==> src/rtl/qsys_led_pkg.sv <==
// qsys_led_pkg: shared widths, CSR map, grant modes and arbiter state encodings
package qsys_led_pkg;
  localparam int RGB_W = 24;
  localparam int IDX_W = 3;
  localparam logic [1:0] MODE_FIXED = 2'd0;
  localparam logic [1:0] MODE_RR    = 2'd1;
  localparam logic [1:0] MODE_PRIO  = 2'd2;
  localparam logic [1:0] ADDR_CTRL   = 2'd0;
  localparam logic [1:0] ADDR_SEL    = 2'd1;
  localparam logic [1:0] ADDR_DWELL  = 2'd2;
  localparam logic [1:0] ADDR_STATUS = 2'd3;
  typedef enum logic [1:0] {ST_OFF = 2'd0, ST_RUN = 2'd1, ST_BLANK = 2'd2} state_e;
endpackage

==> src/rtl/qsys_led_rr_pick.sv <==
// qsys_led_rr_pick: finds the first valid index after cur, wrapping, excluding cur itself
module qsys_led_rr_pick
  import qsys_led_pkg::*;
#(
  parameter int N = 4
) (
  input  logic [N-1:0]     valid,
  input  logic [IDX_W-1:0] cur,
  output logic [IDX_W-1:0] nxt,
  output logic             found
);
  localparam int IW = $clog2(N);
  int idx;
  // Scan downward in distance so the nearest valid successor is the last one written
  always_comb begin
    nxt = cur;
    found = 1'b0;
    idx = 0;
    for (int k = N - 1; k >= 1; k--) begin
      idx = int'(cur) + k;
      idx = idx >= N ? idx - N : idx;
      if (valid[idx[IW-1:0]]) begin
        nxt = IDX_W'(idx);
        found = 1'b1;
      end
    end
  end
endmodule

==> src/rtl/qsys_led_stream_arbiter.sv <==
// qsys_led_stream_arbiter: shares one RGB Avalon-ST LED sink between N_SRC sources; LED_ARB_BLANK_EN adds a dark beat per grant change
module qsys_led_stream_arbiter
  import qsys_led_pkg::*;
#(
  parameter int                 N_SRC     = 4,
  parameter int                 DWELL_W   = 24,
  parameter logic [DWELL_W-1:0] DWELL_RST = 24'hFFFFFF
) (
  input  logic                   csi_MCLK_clk,
  input  logic                   rsi_MRST_reset,
  input  logic [RGB_W*N_SRC-1:0] asi_SRC_data,
  input  logic [N_SRC-1:0]       asi_SRC_valid,
  output logic [N_SRC-1:0]       asi_SRC_ready,
  output logic [RGB_W-1:0]       aso_LEDS_data,
  output logic                   aso_LEDS_valid,
  input  logic                   aso_LEDS_ready,
  input  logic [1:0]             avs_CTRL_address,
  input  logic                   avs_CTRL_write,
  input  logic [31:0]            avs_CTRL_writedata,
  input  logic                   avs_CTRL_read,
  output logic [31:0]            avs_CTRL_readdata
);
`ifdef LED_ARB_BLANK_EN
  localparam bit BLANK_EN = 1'b1;
`else
  localparam bit BLANK_EN = 1'b0;
`endif
  state_e             state_q, state_d;
  logic [2:0]         ctrl_q, ctrl_d, sel_q, sel_d;
  logic [DWELL_W-1:0] dwell_q, dwell_d, cnt_q, cnt_d;
  logic [IDX_W-1:0]   grant_q, grant_d, prio_idx, rr_nxt, sel_cl;
  logic [RGB_W-1:0]   data_q, data_d, src_data_g;
  logic               valid_q, valid_d, prio_found, rr_found, load, src_valid_g, rr_switch, en;
  logic [1:0]         mode;
  logic [N_SRC-1:0]   gnt_oh;
  logic [31:0]        rdata_q, rdata_d;

  assign mode = ctrl_q[1:0];
  assign en = ctrl_q[2];
  assign load = !valid_q || aso_LEDS_ready;
  assign gnt_oh = N_SRC'(1) << grant_q;
  assign src_valid_g = |(asi_SRC_valid & gnt_oh);
  assign sel_cl = ({1'b0, sel_q} < 4'(N_SRC)) ? sel_q : '0;
  assign rr_switch = (cnt_q == dwell_q) || !src_valid_g;
  assign asi_SRC_ready = (state_q == ST_RUN && load) ? gnt_oh : '0;
  assign aso_LEDS_data = data_q;
  assign aso_LEDS_valid = valid_q;
  assign avs_CTRL_readdata = rdata_q;

  qsys_led_rr_pick #(.N(N_SRC)) u_rr (
    .valid(asi_SRC_valid),
    .cur  (grant_q),
    .nxt  (rr_nxt),
    .found(rr_found)
  );

  // Granted source's beat plus the lowest-index valid source for priority mode
  always_comb begin
    src_data_g = '0;
    prio_idx = '0;
    prio_found = 1'b0;
    for (int i = N_SRC - 1; i >= 0; i--) begin
      if (grant_q == IDX_W'(i)) src_data_g = asi_SRC_data[RGB_W*i +: RGB_W];
      if (asi_SRC_valid[i]) begin
        prio_idx = IDX_W'(i);
        prio_found = 1'b1;
      end
    end
  end

  // CSR writes land next cycle; reads are registered for latency 1
  always_comb begin
    ctrl_d = (avs_CTRL_write && avs_CTRL_address == ADDR_CTRL) ? avs_CTRL_writedata[2:0] : ctrl_q;
    sel_d = (avs_CTRL_write && avs_CTRL_address == ADDR_SEL) ? avs_CTRL_writedata[2:0] : sel_q;
    dwell_d = (avs_CTRL_write && avs_CTRL_address == ADDR_DWELL) ? avs_CTRL_writedata[DWELL_W-1:0] : dwell_q;
    rdata_d = !avs_CTRL_read ? rdata_q :
              avs_CTRL_address == ADDR_CTRL ? {29'd0, ctrl_q} :
              avs_CTRL_address == ADDR_SEL ? {29'd0, sel_q} :
              avs_CTRL_address == ADDR_DWELL ? 32'(dwell_q) :
              {23'd0, valid_q, 5'd0, grant_q};
  end

  // Grant selection; blank beats freeze the grant, round-robin only advances while running
  always_comb begin
    cnt_d = (state_q == ST_RUN && mode == MODE_RR && !rr_switch) ? cnt_q + 1'b1 : '0;
    grant_d = state_q == ST_BLANK ? grant_q :
              mode == MODE_PRIO ? (prio_found ? prio_idx : grant_q) :
              mode == MODE_RR ? ((state_q == ST_RUN && rr_switch && rr_found) ? rr_nxt : grant_q) :
              sel_cl;
  end

  // Next state: enable gates everything, a grant change detours through one blank beat when built in
  always_comb begin
    state_d = !en ? ST_OFF :
              state_q == ST_OFF ? ST_RUN :
              state_q == ST_BLANK ? (load ? ST_RUN : ST_BLANK) :
              (BLANK_EN && grant_d != grant_q) ? ST_BLANK : ST_RUN;
  end

  // Output register: dark when off, zero beat when blanking, granted beat when running
  always_comb begin
    data_d = data_q;
    valid_d = valid_q;
    if (state_q == ST_OFF) begin
      data_d = '0;
      valid_d = 1'b1;
    end else if (load) begin
      data_d = state_q == ST_BLANK ? '0 : src_data_g;
      valid_d = state_q == ST_BLANK || src_valid_g;
    end
  end

  // State register
  always_ff @(posedge csi_MCLK_clk or posedge rsi_MRST_reset) begin
    if (rsi_MRST_reset) state_q <= ST_OFF;
    else state_q <= state_d;
  end

  // CSR, grant, dwell counter and output registers
  always_ff @(posedge csi_MCLK_clk or posedge rsi_MRST_reset) begin
    if (rsi_MRST_reset) begin
      ctrl_q <= '0;
      sel_q <= '0;
      dwell_q <= DWELL_RST;
      rdata_q <= '0;
      grant_q <= '0;
      cnt_q <= '0;
      data_q <= '0;
      valid_q <= 1'b1;
    end else begin
      ctrl_q <= ctrl_d;
      sel_q <= sel_d;
      dwell_q <= dwell_d;
      rdata_q <= rdata_d;
      grant_q <= grant_d;
      cnt_q <= cnt_d;
      data_q <= data_d;
      valid_q <= valid_d;
    end
  end
endmodule

==> config.mk <==
export PLATFORM = sky130hd
export DESIGN_NAME = qsys_led_stream_arbiter
export DESIGN_NICKNAME = d
export VERILOG_FILES = /design/src/rtl/qsys_led_pkg.sv /design/src/rtl/qsys_led_rr_pick.sv /design/src/rtl/qsys_led_stream_arbiter.sv
export SDC_FILE = /design/constraint.sdc
export NUM_CORES = 1
export LEC_CHECK = 0
export CAP_MARGIN = 20
export CORE_MARGIN = 2
export CORE_UTILIZATION = 42
export CTS_CLUSTER_SIZE = 30
export DETAILED_ROUTE_END_ITERATION = 12
export PLACE_DENSITY = 0.82
export SLEW_MARGIN = 20
export SYNTH_ARGS = -nofsm -noshare
export SYNTH_HDL_FRONTEND = slang
export SYNTH_HIERARCHICAL = 1
export SYNTH_SLANG_ARGS = --single-unit
==> constraint.sdc <==
create_clock -name csi_MCLK_clk -period 3.15 [get_ports csi_MCLK_clk]
set_clock_uncertainty 0.2 [all_clocks]
set_input_delay 0.4725 -clock csi_MCLK_clk [delete_from_list [all_inputs] [get_ports csi_MCLK_clk]]
set_output_delay 0.4725 -clock csi_MCLK_clk [all_outputs]
set_load 0.02 [all_outputs]
==> flow_summary.toml <==
[grt]
grt_pass1_vias = 4745
gr-total-overflow = 0
grt_pass1_wl_um = 23900
antenna_found_initial = 0
grt_max_degree = 109
grt_usage = 0.207

[floorplanning]
ios = 200
rows = 43
coreArea_um2 = 13700
die-area_um2 = 14800
die_h_um = 122
die_w_um = 122
initial_utilization = 0.425

[clock_network]
clkSlewWorstSetupHoldPaths_ns = 0.07
cts_sinks = 108
tritoncts = "done"
htreeDepth = 3
clk_latency_ns = 0.35
cts.path.max_buffers = 2
numCtsBuffers = 9
root_buffer = "clkbuf_16"

[final_layout]
nNetsFinal = 916
syn2layout_area_growth_pct = 39.7
final_common_cell = "clkdlybuf4s50_1"
drive_gt1_frac = 0.0976
antennaDiodeCount = 0
mostFrequentLayoutCells = "clkdlybuf4s50_1, o21ai_1, nand2_1, dfrtp_1"

[worst_setup_path]
cp-start-kind = "primary input"
critPathMaxStageDelay_ns = 0.62
critPathArrivalTime_ns = 2.23
cp_max_fo = 4
cp-end-kind = "output port"
cp_cell_sequence = "clkdlybuf4s50_1, nand2b_1, nand2_1, nor2_1, and4b_1, clkdlybuf4s50_1"
cp.required_ns = 2.48
criticalPathCategory = "primary input to output port"
cpMostUsedCell = "clkdlybuf4s50_1"
slowest_stage = "clkdlybuf4s50_1"

[routing]
num_vias = 4901
wirelength_um = 15000
vias_per_cell = 5.11
ant_nets = 0
dr.pass1.iters = 5
wl_per_cell_um = 15.7
drc = 0
dr.first_iter.drc_count = 322

[sta]
finalHoldViolCount = 0
slew_headroom = 0.315
fin_crit_ns = 2.90
finalSetupTns_ns = 0
rsz0062_at_grt = "false"
timing.final.crit_share = 0.922
setup_viol = 0
worstMarginPinSlew_ns = 1.03
slew_violations = 0
max_freq_mhz = 344

[synth]
synth_cells = 597
ys_types = 58
ys_ff_latch = 108
syn_area_um2 = 5830
ys_seq_area_frac = 0.469
avgSynthCellArea_um2 = 9.77
synth_top_cell_by_area = "dfrtp_1"
synth_top_area_share = 0.356
ys_warn_count = 6
synth_edf_count = 0
synth_area_leaders = "dfrtp_1, dfstp_2, o21ai_1"
async_flop_share = 1.00
ys.flop_type = "dfrtp_1"

[hold_path]
hold_class = "register to register"

[power]
total_power_mw = 4.98
p_leak_nw = 3.36
p_per_area_nw_per_um2 = 611
vdd_ir_drop_max_v = 0.000274

[placement]
gp_congestion = 0.838
dpl.hpwl_um = 11200
port-buffer-count = 183

[outcome]
status = "finished, final reports clean"

[job]
cap_violations = 0
final timing paths:
| kind | slack [ns] | from | cells past startpoint | to |
|---|---|---|---|---|
| max | 0.25 | aso_LEDS_ready | 6 | asi_SRC_ready[3] |
| min in group asynchronous | 0.42 | rsi_MRST_reset | 3 | avs_CTRL_readdata[23] |
| min | 0.28 | aso_LEDS_data[9] | 2 | aso_LEDS_data[9] |
| max in group asynchronous | 1.89 | rsi_MRST_reset | 3 | aso_LEDS_valid |
| max reg2reg | 0.37 | dwell_q[8] | 5 | cnt_q[23] |
| min reg2reg | 0.28 | aso_LEDS_data[9] | 2 | aso_LEDS_data[9] |
cells by family after synthesis:
kind of cell | count (synthesis) | share of synthesized area
simple gates | 180 | 0.147
compound gates | 117 | 0.108
flops | 108 | 0.469
mux | 72 | 0.146
buf+inv | 70 | 0.0547
xor+xnor | 46 | 0.0691
fa+ha+maj | 3 | 0.00644
other cells | 1 | 0.000643
per-stage QoR:
stage	instance area [um^2]	utilization	cells	worst slack [ns]	hold slack, ns
2_1_floorplan	5860	-	604	0.767	0.279
3_3_place_gp	7860	0.573	943	0.161	0.269
3_5_place_dp	7860	0.573	943	0.0548	0.274
4_1_cts	8150	0.594	959	0.0528	0.290
5_1_grt	8150	0.594	959	0.147	0.318
6_report	8150	0.594	959	0.247	0.283
layout make-up:
type / count / area, um^2
Inverter: 31 / 120
Tap cell: 180 / 225
Clock buffer: 11 / 233
Clock inverter: 5 / 60.1
Timing Repair Buffer: 198 / 1970
Multi-Input combinational cell: 426 / 2810
Fill cell: 1166 / 5570
Sequential cell: 108 / 2740
power by group:
| part | total (mW) | internal (mW) | switching [mW] |
|---|---|---|---|
| logic | 1.96 | 0.925 | 1.03 |
| clock network | 1.14 | 0.622 | 0.521 |
| registers | 1.88 | 1.67 | 0.210 |
| total | 4.98 | 3.21 | 1.76 |
state kept, by name (all words and copies together), names as in the netlist:
| register | cells |
|---|---|
| dwell_q | 24 |
| aso_LEDS_valid | 1 |
| state_q | 2 |
| sel_q | 3 |
| aso_LEDS_data | 24 |
| grant_q | 3 |
| cnt_q | 24 |
| ctrl_q | 3 |
| avs_CTRL_readdata | 24 |
critical path, delay by kind of cell:
family	cells	cell delay, ns
buffers and inverters	2	1.08
and+or+nand+nor	4	0.68
cells in the mapped netlist, types with 3 or more instances:
library cell / instances
a21oi_1: 7
dfstp_2: 25
mux2_1: 29
nor3_1: 6
xnor2_1: 9
or3_1: 3
ha_1: 3
buf_2: 7
mux2_2: 7
inv_1: 30
nor2_1: 37
nand3_1: 11
mux2i_1: 29
nor4_1: 7
buf_4: 8
nand4_1: 8
dfrtp_1: 83
nand3b_1: 3
clkbuf_1: 21
o21ai_1: 93
nor2b_1: 4
xor2_1: 37
nand2_1: 82
mux4_2: 5
layer usage:
metal  track usage  vias up  share of wire
met4        0.0848        0          0.025
li1              -     2390              -
met2         0.330      132           0.49
met5             0        -              0
met1         0.283     2352           0.44
met3        0.0328       27          0.046
what timing repair did:
action | in CTS | in global routing
setup endpoints to repair | 0 | 1
gates resized for setup | 0 | 1
hold buffers | 0 | 0
setup buffers | 0 | 0
Note: power is estimated with default switching activity, not from simulation.
